===== src/rtl/spike_rate_encoder.sv =====
// Rate-coding spike encoder: one intensity sample becomes a spike train over WINDOW steps.
// Define SPIKE_ENC_LFSR_EN for the stochastic LFSR generator; the default is a deterministic accumulator.
module spike_rate_encoder #(
    parameter int          DATA_W    = 8,
    parameter int          WINDOW    = 20,
    parameter logic [15:0] LFSR_SEED = 16'hACE1
) (
    input  logic                         clk,
    input  logic                         rst,
    input  logic                         in_valid,
    output logic                         in_ready,
    input  logic [DATA_W-1:0]            in_intensity,
    input  logic                         step_en,
    output logic                         spike_out,
    output logic                         busy,
    output logic                         window_done,
    output logic [$clog2(WINDOW+1)-1:0]  spike_count
);

    localparam int CW = $clog2(WINDOW + 1);
    localparam logic [CW-1:0] LAST_STEP = CW'(WINDOW - 1);
    localparam logic [CW-1:0] MAX_COUNT = CW'(WINDOW);

    if (WINDOW < 1) begin : g_bad_window
        $error("spike_rate_encoder: WINDOW must be >= 1");
    end
    if (LFSR_SEED == 16'h0) begin : g_bad_seed
        $error("spike_rate_encoder: LFSR_SEED must be nonzero");
    end

    typedef enum logic [1:0] {
        IDLE = 2'd0,
        RUN  = 2'd1,
        DONE = 2'd2
    } state_t;

    state_t            state_q;
    state_t            state_d;
    logic              accept;
    logic              step;
    logic              spike_d;
    logic [DATA_W-1:0] inten_q;
    logic [CW-1:0]     step_cnt;

    always_ff @(posedge clk) begin
        if (rst) begin
            state_q <= IDLE;
        end else begin
            state_q <= state_d;
        end
    end

    always_comb begin
        state_d = state_q;
        accept  = 1'b0;
        step    = 1'b0;
        unique case (state_q)
            IDLE: begin
                if (in_valid) begin
                    accept  = 1'b1;
                    state_d = RUN;
                end
            end
            RUN: begin
                if (step_en) begin
                    step = 1'b1;
                    if (step_cnt == LAST_STEP) begin
                        state_d = DONE;
                    end
                end
            end
            DONE: begin
                state_d = IDLE;
            end
            default: begin
                state_d = IDLE;
            end
        endcase
    end

    assign in_ready    = (state_q == IDLE);
    assign busy        = (state_q == RUN);
    assign window_done = (state_q == DONE);

`ifdef SPIKE_ENC_LFSR_EN
    if (DATA_W > 16) begin : g_bad_width
        $error("spike_rate_encoder: DATA_W must be <= 16 with the LFSR generator");
    end

    logic [15:0] lfsr;
    logic [15:0] lfsr_next;

    // Galois form, taps x^16+x^14+x^13+x^11+1, shifting toward bit 0
    assign lfsr_next = {1'b0, lfsr[15:1]} ^ (lfsr[0] ? 16'hB400 : 16'h0000);
    assign spike_d   = (lfsr[DATA_W-1:0] < inten_q);

    always_ff @(posedge clk) begin
        if (rst) begin
            lfsr <= LFSR_SEED;
        end else if (step) begin
            lfsr <= lfsr_next;
        end
    end
`else
    logic [DATA_W-1:0] acc;
    logic [DATA_W-1:0] acc_sum;

    // The carry out of the phase accumulator is the spike
    assign {spike_d, acc_sum} = {1'b0, acc} + {1'b0, inten_q};

    always_ff @(posedge clk) begin
        if (rst) begin
            acc <= '0;
        end else if (accept) begin
            acc <= '0;
        end else if (step) begin
            acc <= acc_sum;
        end
    end
`endif

    always_ff @(posedge clk) begin
        if (rst) begin
            inten_q     <= '0;
            step_cnt    <= '0;
            spike_out   <= 1'b0;
            spike_count <= '0;
        end else begin
            spike_out <= 1'b0;
            if (accept) begin
                inten_q     <= in_intensity;
                step_cnt    <= '0;
                spike_count <= '0;
            end else if (step) begin
                step_cnt  <= step_cnt + 1'b1;
                spike_out <= spike_d;
                if (spike_d && (spike_count != MAX_COUNT)) begin
                    spike_count <= spike_count + 1'b1;
                end
            end
        end
    end

endmodule


===== config.mk =====
export PLATFORM = sky130hd
export DESIGN_NAME = spike_rate_encoder
export DESIGN_NICKNAME = d
export VERILOG_FILES = /design/src/rtl/spike_rate_encoder.sv
export SDC_FILE = /design/constraint.sdc
export NUM_CORES = 1
export LEC_CHECK = 0
export BUFFER_PORTS_ARGS = -buffer_cell sky130_fd_sc_hd__buf_4
export CELL_PAD_IN_SITES_DETAIL_PLACEMENT = 2
export CELL_PAD_IN_SITES_GLOBAL_PLACEMENT = 2
export CORE_MARGIN = 2
export CORE_UTILIZATION = 31
export DETAILED_ROUTE_END_ITERATION = 8
export HOLD_SLACK_MARGIN = 0.05
export PLACE_DENSITY_LB_ADDON = 0.1
export REMOVE_ABC_BUFFERS = 1
export SLEW_MARGIN = 15
export SYNTH_ARGS = -nofsm -noshare
export SYNTH_HDL_FRONTEND = slang
export SYNTH_SLANG_ARGS = --single-unit

===== constraint.sdc =====
create_clock -name clk -period 2 [get_ports clk]
set_input_delay 0.3 -clock clk [delete_from_list [all_inputs] [get_ports clk]]
set_output_delay 0.3 -clock clk [all_outputs]
set_load 0.02 [all_outputs]

==> metrics <==
Core Rows=25; Root Buffer=clkbuf_8; ys async rst share=0%; gate count after technology mapping=157; Clock Power Share=39.0%; clk sink count=29; First DRT Iteration DRCs=29; Logic pwr share=12.4%; total global routing overflow=0; relative slew slack=69.4%; fmax=0.497 GHz; synthesized area per cell=9.36 um2; post-synthesis cell type count=42; synth top area cells=dfxtp_1 (39%), ha_1 (9.4%), nand2_1 (4.9%); Vias=1,284; TritonCTS buffer count=5; Crit Path Max Fanout=6; Seq pwr share=48.6%; crit path time final=2.01 ns; setup ws final=-0.0107 ns; Nets=212; Worst Tran Pin Value=0.460 ns; final setup violating endpoints=1; Leakage=0.784 nW; synth cell count leaders=dfxtp_1 (29), nand2_1 (19), nor2_1 (15), a21oi_1 (11), ha_1 (11); maximum VDD drop=250 uV; Cell Area, Synth=1470 um2; overall routing resource usage=17.3%; hold crit path type=primary input to flip-flop; top-count cell post-synth=dfxtp_1; die width=72.9 um; clock-pin slew on the worst setup and hold paths=0.06 ns; Final Core Density=39.4%; final wirelength=4090 um; DR pass1 iterations=4; pre-CTS setup slack=-0.0482 ns; switching pwr=0.322 mW; Seq/Total Area, Yosys=39.5%; flops & latches, synth=29; # diodes=0; required time worst endpoint=2.21 ns; Crit. End Element=flip-flop; Max clock buf depth=2; HPWL after DPL=3060 um; placed instance area=1710 um2; largest net degree at the start of global routing=16; ANT nets after route=0; first-pass GRT wire length=6970 um; Initial Util=31.5%; initial antenna violation count=0; Placed Instances=234; Yosys top cell by area=dfxtp_1; IO buf count=20; vias in the first global route=1,385; Worst-Skew Late Latency=0.28 ns; final std cells w/o fill=242; PD cells=686 nW/um2; Switching Fraction=25.5%; Final Instance Area=1840 um2; failing checks=setup timing; CTS tree=done; CP Launch Type=flip-flop; Yosys warnings=0; top-area cell type share of the netlist area=39.5%; unrepaired setup endpoints after global routing=yes; Setup Crit Path Kind=flip-flop to flip-flop; Pint=0.938 mW; Slew Viols, Final=0; io pins=21; GP Congestion=0.730; Period Utilization, post-route=101%; Worst EP arrival=2.22 ns; drt wl/cell=16.9 um; DRC Markers=0; EDFF count, synth=0; core area=4660 um2; Fin. Hold Viols=0; die height=72.9 um; die area=5310 um2; maxcap violations=0; routed vias/inst=5.31; H-tree Lvls=2; clock skew=0.00256 ns; Top FF cell, synth=dfxtp_1; synthesis-to-layout area growth=24.9%; status=finished with violations; fraction of layout cells with a size suffix above 1=25.0%
[power groups by stage]
stage	Clock (mW)	Sequential (mW)	Combinational [mW]
4_1_cts	0.513	0.611	0.157
5_1_grt	0.543	0.614	0.177
3_3_place_gp	0	0.622	0.151
2_1_floorplan	0	0.619	0.0863
3_5_place_dp	0	0.624	0.157
6_report	0.491	0.612	0.157
[final timing paths]
kind | from | endpoint | slack (ns) | cells after the start
setup / recovery | acc[0] | spike_count[3] | -0.01 | 7
setup reg to reg | acc[0] | spike_count[3] | -0.01 | 7
hold / removal | in_intensity[2] | inten_q[2] | 0.23 | 2
hold reg to reg | acc[6] | acc[6] | 0.47 | 2
[registers in the layout, indices dropped and copies added (netlist names)]
register,flops
spike_out,1
inten_q,8
step_cnt,5
state_q,2
spike_count,5
acc,8
[layout by cell type (no fill, tap or decap), drive strengths merged, types with 2 or more instances in the layout]
| cell | n |
|---|---|
| o21a | 3 |
| o31ai | 2 |
| dfxtp | 29 |
| a22o | 8 |
| ha | 11 |
| inv | 4 |
| a31o | 2 |
| nor2 | 15 |
| and3 | 2 |
| nand2 | 20 |
| clkbuf | 7 |
| buf | 29 |
| o21ai | 2 |
| nand2b | 3 |
| a211oi | 4 |
| xnor2 | 4 |
| a21o | 3 |
| nor3 | 2 |
| xor2 | 5 |
| a21oi | 14 |
| or3 | 2 |
| nand4 | 3 |
[routing by layer]
layer  track usage (%)  vias up  part of all wire [%]
met1              21.7      635                    46
met2              28.2       23                    49
li1                  -      620                     -
met4              7.20        0                   1.2
met3              4.56        6                   3.4
met5                 0        -                     0
[metrics by stage]
step	hold WS, ns	TNS [ns]	total power, mW
2_1_floorplan	0.415	0	0.705
3_3_place_gp	0.446	-0.00420	0.773
3_5_place_dp	0.456	-0.147	0.780
4_1_cts	0.225	-0.00227	1.28
5_1_grt	0.229	-0.268	1.33
6_report	0.231	-0.0107	1.26
[final cells by class]
cell class	count	area, um2
sequential	29	583
inverter	4	15.0
multi-input combinational	119	866
tap	54	67.6
clock buffer	7	86.3
timing repair buffer	29	218
fill	506	2830
[what timing repair did]
item / 4_1_cts / 5_1_grt
setup buffers: 0 / 1
hold buffers: 0 / 0
endpoints found under the setup margin: 5 / 6
gates resized for setup: 1 / 6
endpoints found under the hold margin: 0 / 0
pin swaps: 0 / 8
[worst max-delay path: stages, from the launching register on]
cell	delay [ns]
dfxtp_2	0.33
ha_4	0.16
fa_2	0.39
a211oi_4	0.26
o31ai_4	0.09
o311a_4	0.41
a21o_1	0.20
a21oi_2	0.10
[logic make-up (layout without fill, tap and decap cells)]
family          Yosys count  count (layout)  share of synthesized area, %
simple gates             55              55                          18.0
compound gates           42              42                          22.0
flops                    29              29                          39.5
fa+ha+maj                12              12                          10.7
xor+xnor                  9               9                          5.36
buf+inv                   9              40                          3.74
mux                       1               1                         0.681
(Power assumes the default switching activity.)
